### config.mk
export PLATFORM = sky130hd
export DESIGN_NAME = d_grf_read_ctrl
export DESIGN_NICKNAME = d
export VERILOG_FILES = /design/src/rtl/d_grf_read_ctrl_pkg.sv /design/src/rtl/grf_sb_entry.sv /design/src/rtl/d_grf_read_ctrl.sv
export SDC_FILE = /design/constraint.sdc
export NUM_CORES = 1
export LEC_CHECK = 0
export BUFFER_PORTS_ARGS = -buffer_cell sky130_fd_sc_hd__buf_2
export CELL_PAD_IN_SITES_DETAIL_PLACEMENT = 2
export CELL_PAD_IN_SITES_GLOBAL_PLACEMENT = 2
export CORE_MARGIN = 10
export CORE_UTILIZATION = 25
export CTS_BUF_LIST = sky130_fd_sc_hd__clkbuf_4
export DETAILED_ROUTE_END_ITERATION = 6
export HOLD_SLACK_MARGIN = 0.02
export PLACE_DENSITY = 0.59
export RECOVER_POWER = 100
export SETUP_SLACK_MARGIN = 0.02
export SYNTH_ARGS = -nofsm -noshare
export SYNTH_HDL_FRONTEND = slang
export SYNTH_SLANG_ARGS = --single-unit
export TNS_END_PERCENT = 5
### constraint.sdc
create_clock -name Clk -period 6.2 [get_ports Clk]
set_clock_uncertainty 0.15 [all_clocks]
set_input_delay 0.31 -clock Clk [delete_from_list [all_inputs] [get_ports Clk]]
set_output_delay 0.31 -clock Clk [all_outputs]
set_load 0.01 [all_outputs]
### src/rtl/d_grf_read_ctrl_pkg.sv
// rtl/d_grf_read_ctrl_pkg.sv - widths and Tnew/Tuse encodings for the D-stage GRF read controller
package d_grf_read_ctrl_pkg;

  localparam int TW = 2;
  localparam int OW = 2;

  localparam logic [TW-1:0] TNEW_ALU    = TW'(1);
  localparam logic [TW-1:0] TNEW_LOAD   = TW'(2);
  localparam logic [TW-1:0] TNEW_MDU_MF = TW'(1);

  localparam logic [TW-1:0] TUSE_BRANCH = TW'(0);
  localparam logic [TW-1:0] TUSE_ALU    = TW'(1);
  localparam logic [TW-1:0] TUSE_STORE  = TW'(2);

  function automatic logic [TW-1:0] tn_dec_sat(input logic [TW-1:0] v);
    return (v == '0) ? '0 : v - TW'(1);
  endfunction

endpackage

### src/rtl/grf_sb_entry.sv
// rtl/grf_sb_entry.sv - one register's scoreboard entry: outstanding-write count and remaining Tnew
module grf_sb_entry
  import d_grf_read_ctrl_pkg::*;
(
  input  logic          clk,
  input  logic          rst_n,
  input  logic          iss_hit,
  input  logic          cm_hit,
  input  logic [TW-1:0] tnew,
  output logic [OW-1:0] out,
  output logic [TW-1:0] tn
);

  localparam logic [OW-1:0] OUT_MAX = {OW{1'b1}};

  logic          cm_eff;
  logic [OW-1:0] out_nx;
  logic [TW-1:0] tn_nx;

  // A commit with nothing in flight is spurious and must not disturb the entry.
  assign cm_eff = cm_hit && (out != '0);

  always_comb begin
    out_nx = out;
    if (iss_hit && !cm_eff) begin
      if (out != OUT_MAX) out_nx = out + OW'(1);
    end else if (cm_eff && !iss_hit) begin
      out_nx = out - OW'(1);
    end

    tn_nx = iss_hit ? tnew : tn_dec_sat(tn);
    if (out_nx == '0) tn_nx = '0;
  end

  always_ff @(posedge clk or negedge rst_n) begin
    if (!rst_n) begin
      out <= '0;
      tn  <= '0;
    end else begin
      out <= out_nx;
      tn  <= tn_nx;
    end
  end

endmodule

### src/rtl/d_grf_read_ctrl.sv
// rtl/d_grf_read_ctrl.sv - D-stage operand bypass from the W-stage write port and Tuse/Tnew stall scoreboard
module d_grf_read_ctrl
  import d_grf_read_ctrl_pkg::*;
(
  input  logic          Clk,
  input  logic          Reset,
  input  logic [4:0]    A1,
  input  logic [4:0]    A2,
  input  logic [TW-1:0] Tuse1,
  input  logic [TW-1:0] Tuse2,
  input  logic [31:0]   Read1,
  input  logic [31:0]   Read2,
  input  logic          issue_valid,
  input  logic [4:0]    issue_wa,
  input  logic [TW-1:0] issue_tnew,
  input  logic          WE,
  input  logic [4:0]    WA,
  input  logic [31:0]   WD,
  output logic [31:0]   RD1,
  output logic [31:0]   RD2,
  output logic          stall,
  output logic          ovf
);

  localparam logic [OW-1:0] OUT_MAX = {OW{1'b1}};

  logic [OW-1:0] out_q [32];
  logic [TW-1:0] tn_q  [32];
  logic          iss;
  logic          cm;
  logic          hz1;
  logic          hz2;

  assign out_q[0] = '0;
  assign tn_q[0]  = '0;

  assign cm  = WE && (WA != 5'd0);
  assign iss = issue_valid && !stall && (issue_wa != 5'd0);

  for (genvar r = 1; r < 32; r++) begin : g_sb
    grf_sb_entry u_entry (
      .clk     (Clk),
      .rst_n   (Reset),
      .iss_hit (iss && (issue_wa == 5'(r))),
      .cm_hit  (cm && (WA == 5'(r))),
      .tnew    (issue_tnew),
      .out     (out_q[r]),
      .tn      (tn_q[r])
    );
  end

  // Hazard uses pre-edge scoreboard state; a same-cycle commit is covered by the bypass.
  assign hz1   = (A1 != 5'd0) && (out_q[A1] != '0) && (tn_q[A1] > Tuse1);
  assign hz2   = (A2 != 5'd0) && (out_q[A2] != '0) && (tn_q[A2] > Tuse2);
  assign stall = hz1 | hz2;

  assign RD1 = (A1 == 5'd0) ? 32'd0 : (cm && (WA == A1)) ? WD : Read1;
  assign RD2 = (A2 == 5'd0) ? 32'd0 : (cm && (WA == A2)) ? WD : Read2;

  always_ff @(posedge Clk or negedge Reset) begin
    if (!Reset) begin
      ovf <= 1'b0;
    end else if (iss && (out_q[issue_wa] == OUT_MAX) && !(cm && (WA == issue_wa))) begin
      ovf <= 1'b1;
    end
  end

endmodule

---- Word-level counts from Yosys, hierarchy flattened ----
Index checks and enable logic that the tools add are counted.
storage, ports and cells
  latch bits .............................. 0
  input port bits ......................... 126
  memories kept ........................... 0
  word-level logic and storage cells ...... 799
  register bits after elaboration ......... 125
  bits in writable memories ............... 0
  output and inout port bits .............. 66
  memory bits (read-only) ................. 0
cells by class
  add/sub/neg operators ................... 93
  bitwise gates (word level) .............. 4
  multiplexer cells ....................... 205
  shift-type cells ........................ 0
  divide/modulo/power cells ............... 0
  reductions and logical operators ........ 332
  multipliers ............................. 0
  eq/ne operators ......................... 97
  magnitude comparators ................... 5
operator list
  operator                                                               number
  2-bit two-way mux                                                      196
  1-bit logical AND                                                      167
  5-bit equality test, second input constant                             32
  32-bit two-way mux                                                     4
  2-bit zero test                                                        62
  2-bit by 1-bit subtractor with 2-bit output, second input constant     62
  5-bit by 4-bit equality test with 1-bit output, second input constant  16
  2-bit nonzero test                                                     33
  1-bit zero test                                                        64
  2-bit by 1-bit adder with 2-bit output, second input constant          31
  2-bit != test, second input constant                                   31
  2-bit binary-select mux with 5-bit select                              5
  5-bit by 3-bit equality test with 1-bit output, second input constant  8
  5-bit by 2-bit equality test with 1-bit output, second input constant  4
  5-bit nonzero test                                                     4
  6-bit >= comparator, second input constant                             3
  5-bit NOT with 6-bit output                                            3
  5-bit equality test                                                    3
  5-bit by 1-bit equality test with 1-bit output, second input constant  2
  5-bit zero test                                                        2
  2-bit greater-than comparator                                          2
  2-bit equality test, second input constant                             1
  1-bit bitwise OR                                                       1

---- Depth between registers and ports, before layout ----
  depth after elaboration ................. 18
  mapped depth ............................ 23
  depth with buffers taken out ............ 16

---- Modules after synthesis ----
Synthesis repeated with hierarchy kept, for this count alone.
unflattened totals
  cells, all modules ...................... 1394
  area, all modules ....................... 12124.1 µm²
modules (own cells, without submodules)
  module                               times used  area each (µm²)  cells an instance  sequential area each (µm²)
  grf_sb_entry (g_sb[10].u_entry ...)  30          262.8            28                 100.1
  d_grf_read_ctrl                      1           3950.0           526                25.0
  grf_sb_entry (g_sb[4].u_entry)       1           291.5            28                 100.1

---- Least setup slack after synthesis ----
Ideal clock, no wire load.
  kind .................................... in2reg
  start point ............................. input A2[0]
  end point ............................... register g_sb[20].u_entry.tn[0]
  setup time .............................. 0.133 ns
  data arrival time ....................... 4.800 ns
  setup slack ............................. 1.117 ns
  buffers on the path ..................... 5
  stages on the path ...................... 19
  data required time ...................... 5.917 ns
  cells stage by stage .................... buf_2 buf_4 buf_1 mux4_2 mux4_2 nor2_1 nor2_1 ha_1 and2_1 a2111oi_0 o2111ai_1 o32ai_1 buf_2 buf_2 nor3_1 nand2_1 xor2_1 a211oi_1 a21oi_1
on the way
  word-level cells in the longest chain between the ends .. 18
  elaborated cells on any way between the ends .. 25
  classes of those cells .................. 1 x order compare; 10 x mux; 2 x bitwise; 12 x reduce/logical
ends and longest elaborated chain
  element                                                                RTL line               RTL
  start, declared                                                        d_grf_read_ctrl.sv:8   input logic [4:0] A2,
  branches (longest 6 deep; another with 2-bit greater-than comparator)  -
  1-bit logical AND *                                                    d_grf_read_ctrl.sv:54  assign hz2 = (A2 != 5'd0) && (out_q[A2] != '0) && (tn_q[A2] > Tuse2);
  1-bit bitwise OR *                                                     d_grf_read_ctrl.sv:55  assign stall = hz1 | hz2;
  1-bit zero test *                                                      d_grf_read_ctrl.sv:38  assign iss = issue_valid && !stall && (issue_wa != 5'd0);
  1-bit logical AND * (2 in series)                                      d_grf_read_ctrl.sv:38
  1-bit logical AND *                                                    d_grf_read_ctrl.sv:44  .iss_hit (iss && (issue_wa == 5'(r))),
  1-bit zero test                                                        grf_sb_entry.sv:27     end else if (cm_eff && !iss_hit) begin
  1-bit logical AND                                                      grf_sb_entry.sv:27
  2-bit two-way mux                                                      grf_sb_entry.sv:27
  2-bit two-way mux                                                      grf_sb_entry.sv:25     if (iss_hit && !cm_eff) begin
  2-bit zero test                                                        grf_sb_entry.sv:32     if (out_nx == '0) tn_nx = '0;
  2-bit two-way mux *                                                    grf_sb_entry.sv:32
  net g_sb[20].u_entry.tn_nx[0]                                          grf_sb_entry.sv:18     logic [TW-1:0] tn_nx;
  end signal, assigned                                                   grf_sb_entry.sv:41     tn <= tn_nx;
  end, declared                                                          grf_sb_entry.sv:11     output logic [TW-1:0] tn
Mark *: on every way through the listed nets, which the timed path passes. The select of a mux whose other input is x is not followed.
A chain may end at the register's enable or synchronous reset.

---- Final worst setup path ----
  start point ............................. input A2[0]
  end point ............................... output stall
on the way
  word-level cells in the longest chain between the ends .. 8
  elaborated cells on any way between the ends .. 13
  classes of those cells .................. 1 x order compare; 6 x mux; 2 x bitwise; 4 x reduce/logical
ends and longest elaborated chain
  element                                                                RTL line               RTL
  branches (longest 6 deep; another with 2-bit greater-than comparator)  -
  1-bit logical AND *                                                    d_grf_read_ctrl.sv:54
  1-bit bitwise OR *                                                     d_grf_read_ctrl.sv:55
  end, declared                                                          d_grf_read_ctrl.sv:21  output logic stall,
Every way passes the cells marked *. The select of a mux whose other input is x is not followed.

==> impl_table.tex <==
\begin{tabular}{lr}
\hline
Metric & Value \\
\hline
\multicolumn{2}{l}{\textbf{STA}} \\
\quad Final max-slew violation count & 114 \\
\quad Slew @ Worst Pin & 3130 ps \\
\quad Part of the cycle the worst path needs & 86.5\% \\
\quad Setup TNS Final & 0 ps \\
\quad Number of setup violations in the final report & 0 \\
\quad Final Hold Fails & 0 \\
\quad Achievable frequency & 187 MHz \\
\quad Relative slew margins & -109\% \\
\quad Final critical delay including setup and external delays & 5360 ps \\
\quad Unrepaired setup endpoints after global routing & no \\
\multicolumn{2}{l}{\textbf{Drt}} \\
\quad Routed length per placed instance & 25.6 um \\
\quad Final routed DRC violation total & 0 \\
\quad First DRT Iteration DRCs & 882 \\
\quad Detailed-router iteration count before antenna repair & 5 \\
\quad Vias/cell & 5.36 \\
\quad Count of nets left with antenna violations after detail routing & 0 \\
\quad Routed wire length & 59700 um \\
\quad Via count of the routed design & 12500 \\
\multicolumn{2}{l}{\textbf{Global route}} \\
\quad Number of global-route vias before repair & 13300 \\
\quad First-pass GRT wire length & 89300 um \\
\quad Residual overflow from global routing & 0 \\
\quad Largest net degree at the start of global routing & 80 \\
\quad Initial antenna violation count & 5 \\
\quad GRT Overall Usage & 20.0\% \\
\multicolumn{2}{l}{\textbf{Logic synthesis}} \\
\quad Main area contributors after synthesis & dfrtp\_1 25\%, ha\_1 9.8\%, mux4\_2 7.7\% \\
\quad Fraction of synthesized cell area taken by the top area cell type & 25.3\% \\
\quad Library cell with the largest summed area after synthesis & dfrtp\_1 \\
\quad Share of synthesized registers carrying an async set or reset & 100\% \\
\quad Library cells used by synthesis & 82 \\
\quad Average size of a mapped cell & 8.27 um\^{}2 \\
\quad Net Count, Synth & 1718 \\
\quad Primary flip-flop cell chosen by synthesis mapping & dfrtp\_1 \\
\quad Sequential-to-total area share from yosys stat & 25.3\% \\
\quad EDFF count, synth & 0 \\
\quad Post-Synthesis Cell Area & 12400 um\^{}2 \\
\quad Count of yosys warnings during synthesis & 0 \\
\quad Total of flip-flops plus latches after synthesis & 125 \\
\quad Gate count after technology mapping & 1495 \\
\multicolumn{2}{l}{\textbf{Critical path}} \\
\quad Crit path largest cell delay & 660 ps \\
\quad Worst setup SP type & primary input \\
\quad Depth of the most critical reg-to-reg path & 14 \\
\quad Cell-by-cell trace of the critical path & buf\_2 > clkbuf\_1 > mux4\_2 > mux4\_2 > mux2i\_1 > ha\_1 > and2\_0 > a2111oi\_0 > o2111ai\_1 > o32ai\_1 > nor2\_2 > clkbuf\_1 > nand2\_1 > buf\_2 \\
\quad CP required & 5740 ps \\
\quad Destination of the worst register-to-register timing path & g\_sb[26].u\_entry.tn[1] \\
\quad CP max FO & 29 \\
\quad Type of the worst setup path & in -> out \\
\quad Register-to-register setup slack & 1050 ps \\
\quad Element type at the critical path end & primary output \\
\quad Kind of cell adding the most delay to the critical path & buffers and inverters \\
\quad R2R Path Start & g\_sb[19].u\_entry.tn[1] \\
\quad Worst setup path start & A2[0] \\
\quad Data arrival time of the worst path & 4900 ps \\
\quad CP Buf/Inv Count & 4 \\
\quad Highest-delay cell along the critical path & buf\_2 \\
\multicolumn{2}{l}{\textbf{Placement}} \\
\quad Buffers added on ports & 191 \\
\quad Final weighted congestion in routability-driven placement & 0.891 \\
\quad Half-perimeter wire length of the detailed placement result & 45600 um \\
\multicolumn{2}{l}{\textbf{CTS}} \\
\quad H-tree levels & 4 \\
\quad Clock Latency Late Sink & 660 ps \\
\quad Count of instances resized after the clock tree is built & 0 \\
\quad Clock transition time at the flip-flop clock pins of the worst setup and hold paths & 140 ps \\
\quad Clock buffer depth & 2 \\
\quad Clk Tree Root Cell & clkbuf\_4 \\
\quad CTS tree & done \\
\quad Number of buffers added by the clock tree synthesis step & 17 \\
\quad Number of sinks handled by clock tree synthesis & 125 \\
\quad Post-CTS setup-driven buffer insertion count & 0 \\
\multicolumn{2}{l}{\textbf{Worst hold path}} \\
\quad Worst Hold Launch & issue\_tnew[0] \\
\quad Hold path depth & 4 \\
\quad Hold Crit Class & in -> reg \\
\quad Worst min-delay path endpoint & g\_sb[1].u\_entry.tn[0] \\
\multicolumn{2}{l}{\textbf{Run}} \\
\quad Max-cap violations & 3 \\
\multicolumn{2}{l}{\textbf{Power and ir drop}} \\
\quad Leak pwr & 5.85 nW \\
\quad Power Dens Cells & 260 nW/um\^{}2 \\
\quad Worst IR Drop VDD & 0.103 mV \\
\quad Post-route total power & 0.00368 W \\
\multicolumn{2}{l}{\textbf{Cells and area}} \\
\quad Leading cell types in the layout, fill and taps excluded & 175 x nor2\_1, 138 x nand2\_1, 133 x buf\_2 \\
\quad Layout Utilization & 28.9\% \\
\quad Synth-to-layout area growth & 14.5\% \\
\quad Most frequent standard cell in the layout excluding fill and tap cells & nor2\_1 \\
\quad Layout net count & 1875 \\
\quad Share of post-route cells with drive strength above 1 & 15.4\% \\
\multicolumn{2}{l}{\textbf{Die}} \\
\quad Core outline area & 49000 um\^{}2 \\
\quad Floorplan die area & 58700 um\^{}2 \\
\quad Floorplan die width & 242 um \\
\quad Vertical die dimension & 242 um \\
\quad Standard-cell rows & 81 \\
\quad IO Count & 192 \\
\quad Initial standard-cell utilization of the core & 25.3\% \\
\multicolumn{2}{l}{\textbf{Status}} \\
\quad Result of the run & complete, but fails checks \\
\quad Violated checks & max-capacitance violations, max-slew violations \\
\hline
\end{tabular}
==> kinds of logic (layout without fill, tap and decap cells) <==
kind of cell / after synthesis / after routing / synth area share [%]
AO/OA/AOI/OAI: 279 / 279 / 15.9
XOR/XNOR: 28 / 28 / 1.98
adder cells (fa/ha/maj): 97 / 97 / 9.82
buffers and inverters: 191 / 360 / 6.37
flip-flops: 125 / 125 / 25.3
multiplexers: 121 / 121 / 14.1
other: 0 / 3 / 0
AND/OR/NAND/NOR: 654 / 654 / 26.5
==> synth_stat cells, types with 5 or more instances <==
cell and number:
o2bb2ai_1 5, nand3b_1 19, ha_1 97, nand3_1 66
mux4_2 42, a21boi_0 8, buf_2 23, mux2_2 8
or4_1 17, mux2i_1 71, a22o_1 18, or3_1 30
or2_1 8, o31ai_1 23, o211ai_1 20, nor4_1 19
dfrtp_1 125, a211oi_1 21, nor3_2 6, o21ai_0 16
nor3b_1 9, a22oi_1 10, a31oi_1 17, a21o_1 5
nor2_1 175, buf_1 9, clkbuf_1 43, inv_1 107
xnor2_1 16, and3_1 13, and2_1 11, nand4_1 15
nor3_1 80, a31o_2 5, nand2_1 137, nor2b_1 8
nand2b_1 19, xor2_1 12, a21oi_1 78
==> power by group <==
group / internal [W] / leakage [nW] / switching (W)
Combinational: 0.000632 / 4.08 / 0.00110
Clock: 0.000288 / 0.153 / 0.000358
Sequential: 0.00100 / 1.61 / 0.000303
Total: 0.00193 / 5.85 / 0.00176
==> area by class of cell <==
class	count	area, um^2
antenna	3	7.51
clock buffer	21	158
clock inverter	10	123
fill	5736	34800
inverter	109	409
multi-input combinational	1179	8410
sequential	125	3130
tap	664	831
timing repair buffer	220	1090
==> worst max path at each step <==
stage / depth (start not counted) / endpoint / slack [ps]
after floorplan: 19 / g_sb[20].u_entry.tn[0] / 1120
after global placement: 16 / g_sb[23].u_entry.tn[1] / 650
after detailed placement: 16 / g_sb[1].u_entry.tn[0] / 490
after CTS: 13 / stall / 1130
after global routing: 15 / g_sb[22].u_entry.tn[0] / 490
final: 14 / stall / 840
==> state kept, by name, indices dropped and copies added, names as in the netlist <==
name and flops:
g_sb.u_entry.tn 62, g_sb.u_entry.out 62, ovf 1
==> metal layers <==
metal	share of wire, %	vias up	track usage, %
met4	1.6	2	4.66
met3	5.2	43	3.87
met2	47	254	32.9
met5	0.013	-	0
met1	46	6458	26.4
li1	-	5727	-
==> per-stage QoR <==
| stage | area [um^2] | worst slack, ps | cells | hold WS [ps] |
|---|---|---|---|---|
| after global placement | 14100 | 648 | 2296 | 296 |
| after floorplan | 12400 | 1120 | 1495 | -136 |
| after CTS | 14300 | 1130 | 2328 | 20.2 |
| after detailed placement | 14100 | 492 | 2296 | 302 |
| final | 14200 | 839 | 2331 | 59.3 |
| after global routing | 14200 | 492 | 2331 | 27.5 |
==> worst min-delay path, stage by stage <==
cell     delay [ps]
buf_2           100
buf_4           270
nand2_1         100
a21oi_1          60
==> repair_timing <==
item / 4_1_cts / 5_1_grt
hold buffers: 1 / 0
endpoints found under the setup margin: 0 / 0
endpoints found under the hold margin: 78 / 0
Note: power is estimated with default switching activity, not from simulation.
